$ cat config.mk
export PLATFORM = sky130hd
export DESIGN_NAME = imem_dmem_arbiter
export DESIGN_NICKNAME = d
export VERILOG_FILES = /design/src/rtl/riscv_pkg.sv /design/src/rtl/arb_prio_sel.sv /design/src/rtl/imem_dmem_arbiter.sv
export SDC_FILE = /design/constraint.sdc
export NUM_CORES = 1
export LEC_CHECK = 0
export ABC_AREA = 1
export BUFFER_PORTS_ARGS = -buffer_cell sky130_fd_sc_hd__buf_2
export CAP_MARGIN = 5
export CORE_ASPECT_RATIO = 1.5
export CORE_UTILIZATION = 42
export CTS_BUF_LIST = sky130_fd_sc_hd__clkbuf_8 sky130_fd_sc_hd__clkbuf_16
export DETAILED_ROUTE_END_ITERATION = 10
export PLACE_DENSITY = 0.81
export SETUP_SLACK_MARGIN = 0.3
export SYNTH_ARGS = -nofsm -noshare
export SYNTH_HDL_FRONTEND = slang
export SYNTH_HIERARCHICAL = 1
export SYNTH_SLANG_ARGS = --single-unit
$ cat constraint.sdc
create_clock -name clk_in -period 1.76 [get_ports clk_in]
set_input_delay 0.088 -clock clk_in [delete_from_list [all_inputs] [get_ports clk_in]]
set_output_delay 0.088 -clock clk_in [all_outputs]
set_load 0.02 [all_outputs]
$ cat src/rtl/riscv_pkg.sv
`default_nettype none
// ------------------------------------------------------------------
// riscv_pkg : shared arbiter state encoding and owner identifiers
// Rev 1.0
// ------------------------------------------------------------------
package riscv_pkg;

  typedef enum logic [1:0] {
    IDLE = 2'd0,
    REQ  = 2'd1,
    WAIT = 2'd2,
    RESP = 2'd3
  } arb_state_t;

  localparam logic OWNER_IF = 1'b0;
  localparam logic OWNER_DM = 1'b1;

endpackage
`default_nettype wire

$ cat src/rtl/arb_prio_sel.sv
`default_nettype none
// ------------------------------------------------------------------
// arb_prio_sel : data-first winner select with fetch anti-starvation counter
// Rev 1.0
// ------------------------------------------------------------------
module arb_prio_sel
  import riscv_pkg::*;
#(
  parameter int STARVE_LIM = 2
) (
  input  logic clk_in,
  input  logic rst_in,
  input  logic if_req_in,
  input  logic dm_req_in,
  input  logic arb_en_in,
  output logic owner_out
);

  localparam int                c_cnt_w      = 4;
  localparam logic [c_cnt_w-1:0] c_starve_lim = c_cnt_w'(STARVE_LIM);

  logic [c_cnt_w-1:0] r_starve_cnt;
  logic               w_if_due;
  logic               w_owner;

  assign w_if_due  = (r_starve_cnt == c_starve_lim);
  assign w_owner   = (dm_req_in && !(if_req_in && w_if_due)) ? OWNER_DM : OWNER_IF;
  assign owner_out = w_owner;

  // Counter only moves on an actual arbitration decision.
  always_ff @(posedge clk_in or negedge rst_in) begin
    if (!rst_in) begin
      r_starve_cnt <= '0;
    end else if (arb_en_in) begin
      if (w_owner == OWNER_IF) begin
        r_starve_cnt <= '0;
      end else if (if_req_in && !w_if_due) begin
        r_starve_cnt <= r_starve_cnt + 1'b1;
      end
    end
  end

endmodule
`default_nettype wire

$ cat src/rtl/imem_dmem_arbiter.sv
`default_nettype none
// ------------------------------------------------------------------
// imem_dmem_arbiter : shares one req/gnt/rvalid memory port between fetch and load/store
// Rev 1.0
// ------------------------------------------------------------------
module imem_dmem_arbiter
  import riscv_pkg::*;
#(
  parameter int ADDR_W     = 32,
  parameter int DATA_W     = 32,
  parameter int STARVE_LIM = 2
) (
  input  logic                clk_in,
  input  logic                rst_in,
  input  logic                if_req_in,
  input  logic [ADDR_W-1:0]   if_addr_in,
  output logic [DATA_W-1:0]   if_rdata_out,
  output logic                if_ack_out,
  input  logic                dm_req_in,
  input  logic                dm_we_in,
  input  logic [ADDR_W-1:0]   dm_addr_in,
  input  logic [DATA_W-1:0]   dm_wdata_in,
  input  logic [DATA_W/8-1:0] dm_mask_in,
  output logic [DATA_W-1:0]   dm_rdata_out,
  output logic                dm_ack_out,
  output logic                mem_req_out,
  output logic                mem_we_out,
  output logic [ADDR_W-1:0]   mem_addr_out,
  output logic [DATA_W-1:0]   mem_wdata_out,
  output logic [DATA_W/8-1:0] mem_mask_out,
  input  logic                mem_gnt_in,
  input  logic                mem_rvalid_in,
  input  logic [DATA_W-1:0]   mem_rdata_in,
  output logic                stall_out,
  output logic                proto_err_out
);

  arb_state_t          r_state;
  logic                r_owner;
  logic                r_mem_req;
  logic                r_mem_we;
  logic [ADDR_W-1:0]   r_mem_addr;
  logic [DATA_W-1:0]   r_mem_wdata;
  logic [DATA_W/8-1:0] r_mem_mask;
  logic [DATA_W-1:0]   r_if_rdata;
  logic [DATA_W-1:0]   r_dm_rdata;
  logic                r_if_ack;
  logic                r_dm_ack;
  logic                r_proto_err;
  logic                w_arb_en;
  logic                w_owner;

  assign w_arb_en = (r_state == IDLE) && (if_req_in || dm_req_in);

  arb_prio_sel #(
    .STARVE_LIM (STARVE_LIM)
  ) u_prio_sel (
    .clk_in    (clk_in),
    .rst_in    (rst_in),
    .if_req_in (if_req_in),
    .dm_req_in (dm_req_in),
    .arb_en_in (w_arb_en),
    .owner_out (w_owner)
  );

  always_ff @(posedge clk_in or negedge rst_in) begin
    if (!rst_in) begin
      r_state     <= IDLE;
      r_owner     <= OWNER_IF;
      r_mem_req   <= 1'b0;
      r_mem_we    <= 1'b0;
      r_mem_addr  <= '0;
      r_mem_wdata <= '0;
      r_mem_mask  <= '0;
      r_if_rdata  <= '0;
      r_dm_rdata  <= '0;
      r_if_ack    <= 1'b0;
      r_dm_ack    <= 1'b0;
      r_proto_err <= 1'b0;
    end else begin
      // A response is only legal while a command is outstanding.
      if (mem_rvalid_in && (r_state != WAIT)) begin
        r_proto_err <= 1'b1;
      end
      case (r_state)
        IDLE: begin
          if (w_arb_en) begin
            r_owner   <= w_owner;
            r_mem_req <= 1'b1;
            if (w_owner == OWNER_DM) begin
              r_mem_we    <= dm_we_in;
              r_mem_addr  <= dm_addr_in;
              r_mem_wdata <= dm_wdata_in;
              r_mem_mask  <= dm_mask_in;
            end else begin
              r_mem_we    <= 1'b0;
              r_mem_addr  <= if_addr_in;
              r_mem_wdata <= '0;
              r_mem_mask  <= '0;
            end
            r_state <= REQ;
          end
        end
        REQ: begin
          if (mem_gnt_in) begin
            r_mem_req <= 1'b0;
            r_state   <= WAIT;
          end
        end
        WAIT: begin
          if (mem_rvalid_in) begin
            if (r_owner == OWNER_DM) begin
              r_dm_ack <= 1'b1;
              if (!r_mem_we) r_dm_rdata <= mem_rdata_in;
            end else begin
              r_if_ack   <= 1'b1;
              r_if_rdata <= mem_rdata_in;
            end
            r_state <= RESP;
          end
        end
        RESP: begin
          r_if_ack <= 1'b0;
          r_dm_ack <= 1'b0;
          r_state  <= IDLE;
        end
        default: r_state <= IDLE;
      endcase
    end
  end

  assign if_rdata_out  = r_if_rdata;
  assign if_ack_out    = r_if_ack;
  assign dm_rdata_out  = r_dm_rdata;
  assign dm_ack_out    = r_dm_ack;
  assign mem_req_out   = r_mem_req;
  assign mem_we_out    = r_mem_we;
  assign mem_addr_out  = r_mem_addr;
  assign mem_wdata_out = r_mem_wdata;
  assign mem_mask_out  = r_mem_mask;
  assign proto_err_out = r_proto_err;
  assign stall_out     = (if_req_in & ~r_if_ack) | (dm_req_in & ~r_dm_ack);

endmodule
`default_nettype wire

==> key figures <==
Drt
  – DR iter-0 viols: just over 500
  – Wire length on met2: ~13 mm
  – Via count: 7101
  – M1 WL: 8.738 mm
  – Final ANT Viol Nets: 0
  – Pre-Repair DR Iteration Count: 5
  – DR WL met3: just over 2 mm
  – # DRC: 0
  – Avg Vias per Cell: 5.191
  – WL final: roughly 26 mm
  – Wire per inst: roughly 19 um
  – Top Layer Used: met4

Floorplan
  – Die footprint: roughly 0.015 mm^2
  – FP Rows: 53
  – Number of I/O pins: 277
  – Die height: 148.7 um
  – Initial core utilization: a little over two fifths
  – Die width: between 90 and 100 um
  – Core area: around 0.014 mm^2

Timing
  – Worst Slack Setup Final: approximately 0.0045 ns
  – Fmax: 569.6 MHz
  – Final hold vios: 0
  – Setup_tns: 0 ns
  – Final setup fails: 0
  – Min Tclk post-route: ~1.8 ns
  – RSZ-0062 raised after global routing: yes
  – Slew Limit Fails: 0
  – Worst relative slew slack: 66.84%
  – Fin Clk Skew: just over 0.02 ns
  – Least-Margin Pin Slew: 0.4974 ns
  – Final worst path period share: 99.75%

Logic synthesis
  – Post-synth net total: 870
  – Commonest cells in the netlist: nand2_1 (395), dfrtp_1 (144), o21ai_0 (67)
  – Sequential fraction of the synthesis area: 59.76%
  – Top cell type's share of synthesized area: 59.76%
  – Post-synth EDFFs: 0
  – Synth top area cells: dfrtp_1 (60%), nand2_1 (25%), o21ai_0 (5.6%)
  – Most used DFF post-synth: dfrtp_1
  – Count leader, synth: nand2_1
  – Post-synthesis cell area: 0.006030 mm^2
  – Fraction of registers with async set/reset: 100.0%
  – Syn avg cell area: 8.328 um^2
  – Synth Register Bits: between 100 and 150
  – Unique masters post-synth: 23
  – Ys Warns: 6
  – Leading area contributor after synthesis: dfrtp_1
  – Post-Synthesis Cells: 724

Final layout
  – Layout cells sized above 1: 39.83%
  – Filler instances: 817
  – Area growth syn-to-layout: 76.14%
  – Nets: 1308
  – Fin cells: 1368

Critical path
  – Sequence of cells on the critical path: ha_4 > nand2_2 > inv_2 > nand2_2 > nand2_2 > inv_4 > inv_8 > buf_4 > buf_8 > nand2_1 > nand2_1 > nand2_1 > nand2_1
  – Setup CP Type: reg2reg
  – Crit path DAT: roughly 2 ns
  – Slowest-stage cell, CP: dfrtp_1
  – CP dominant cell by count: nand2_1
  – CP max FO: 6
  – Crit end category: flop
  – Worst Path Buf+Inv: 5
  – Worst path required time: 2.01 ns
  – Worst path max stage delay: 0.42 ns
  – Cell family contributing the most delay on the critical path: simple AND/OR/NAND/NOR gates
  – Type of origin of the critical path: flop

Run
  – Max cap viols: 0

Pwr
  – Logic pwr share: between 40 and 50%
  – Switching power total: 8049 uW
  – Leakage: 0.006020 uW
  – Flop pwr share: 32.2%
  – Pwr dens: 1718 mW/mm^2
  – Sw Ratio: 44.11%
  – Pint: 10200 uW
  – Total power draw: 18250 uW
  – Clock share of power: 20.2%
  – Max VDD drop: 939.9 uV

Hold path
  – Worst min-delay path class: in2reg

Placement
  – Final RePlAce weighted congestion: roughly 0.93
  – Post-Place Worst Slack: 0.1077 ns
  – Inst Count DP: between 1000 and 1500
  – Port Buffers: 276
  – DP HPWL: around 12 mm

GRT
  – First-pass GRT wire length: 33.86 mm
  – Total global-route track usage: 29.74%
  – Global route total overflow: 0
  – Initial antenna violation count: 1
  – Vias in the first global route: 7000
  – Largest net degree at the start of global routing: 65

Clock tree
  – Longest Clk Path Bufs: 2
  – Clock root cell: clkbuf_16
  – Worst-path clk slew: 0.07 ns
  – CTS buffer count: 17
  – CTS tree: yes
  – # H-tree levels: 4
  – CTS Sinks: ~140
  – Worst skew pair latency: 0.42 ns

Run status
  – Outcome: completed
power by group through the flow:
stage          sequential (uW)  clock (uW)  combinational, uW
4_1_cts                   5640        3690               7320
5_1_grt                   5980        3880               9280
6_report                  5880        3690               8690
2_1_floorplan             7480           0               2400
3_5_place_dp              5690           0               6720
3_3_place_gp              5650           0               6550
stage by stage:
stage	hold WS (ns)	cell area, um^2	util, %
floorplan	-0.2076	6092	-
global placement	0.06085	7722	55.19
detailed placement	0.06468	7722	55.19
CTS	0.0006235	9888	70.67
global route	0.003540	10620	75.90
finish	0.01078	10620	75.90
final timing paths:
| check | startpoint | cells after the start | slack, ns | to |
|---|---|---|---|---|
| worst max-delay path | u_prio_sel/r_starve_cnt[1]$_DFFE_PN0P_ | 13 | 0.004 | mem_addr_out[10]$_DFFE_PN0P_ |
| worst min-delay path | dm_addr_in[22] | 5 | 0.01 | mem_addr_out[22]$_DFFE_PN0P_ |
| worst max register to register | u_prio_sel/r_starve_cnt[1]$_DFFE_PN0P_ | 13 | 0.004 | mem_addr_out[10]$_DFFE_PN0P_ |
| worst min register to register | mem_addr_out[26]$_DFFE_PN0P_ | 2 | 0.48 | mem_addr_out[26]$_DFFE_PN0P_ |
| max in group asynchronous | rst_in | 3 | 0.95 | mem_wdata_out[5]$_DFFE_PN0P_ |
| min in group asynchronous | rst_in | 2 | 0.18 | if_rdata_out[3]$_DFFE_PN0P_ |
cells in the final DEF (no fill, tap or decap), drive strengths merged:
| cell type | Yosys | final |
|---|---|---|
| inv | 53 | 56 |
| o21bai | 1 | 1 |
| clkinv | 0 | 7 |
| nor2 | 8 | 8 |
| nand3 | 6 | 6 |
| ha | 7 | 7 |
| diode | 0 | 1 |
| clkbuf | 16 | 26 |
| a21boi | 1 | 1 |
| nand4 | 3 | 3 |
| o21ai | 70 | 70 |
| buf | 16 | 319 |
| a22o | 1 | 1 |
| clkinvlp | 0 | 1 |
| bufinv | 0 | 2 |
| dfrtp | 144 | 144 |
| nand2 | 396 | 396 |
| xor2 | 1 | 1 |
| dlygate4sd3 | 0 | 125 |
| a21oi | 1 | 1 |
layout make-up:
class                           instances  area, um^2  share of cell area (%)
Sequential cell                       144        3603                   33.93
Timing Repair Buffer                  451        3400                   32.01
Multi-Input combinational cell        495        2559                   24.09
Clock buffer                           19       452.9                   4.265
Tap cell                              192       240.2                   2.262
Inverter                               53       211.5                   1.991
Clock inverter                         13       151.4                   1.426
Antenna cell                            1       2.502                 0.02356
what timing repair did:
action,4_1_cts,5_1_grt
setup buffers,16,7
pin swaps,2,15
gates resized for setup,27,143
cloned,4,10
endpoints found under the hold margin,177,0
setup endpoints to repair,73,138
hold buffers,125,0
registers in the layout, indices dropped and copies added, names as in the netlist:
name,flops
r_owner,1
dm_rdata_out,32
mem_we_out,1
mem_wdata_out,32
if_ack_out,1
proto_err_out,1
mem_addr_out,32
r_state,2
u_prio_sel/r_starve_cnt,4
mem_mask_out,4
if_rdata_out,32
mem_req_out,1
dm_ack_out,1
worst register-to-register path, stage by stage (launching register included):
cell and delay (ns):
dfrtp_1 0.42, ha_4 0.17, nand2_2 0.05, inv_2 0.03
nand2_2 0.07, nand2_2 0.09, inv_4 0.12, inv_8 0.05
buf_4 0.14, buf_8 0.12, nand2_1 0.05, nand2_1 0.05
nand2_1 0.08, nand2_1 0.16
routing by layer:
metal,GRT usage [%],up-vias
met5,0,-
met4,23.31,0
li1,-,3090
met3,8.107,184
met2,51.17,483
met1,30.14,3344
kinds of logic (layout without fill, tap and decap cells):
logic type | count (synthesis) | after routing | share of synthesized area (%)
compound gates | 74 | 74 | 6.661
xor+xnor | 1 | 1 | 0.1453
fa+ha+maj | 7 | 7 | 1.453
buf+inv | 85 | 536 | 5.624
flops | 144 | 144 | 59.76
other cells | 0 | 1 | 0
simple gates | 413 | 413 | 26.35
Note: power is estimated with default switching activity, not from simulation.
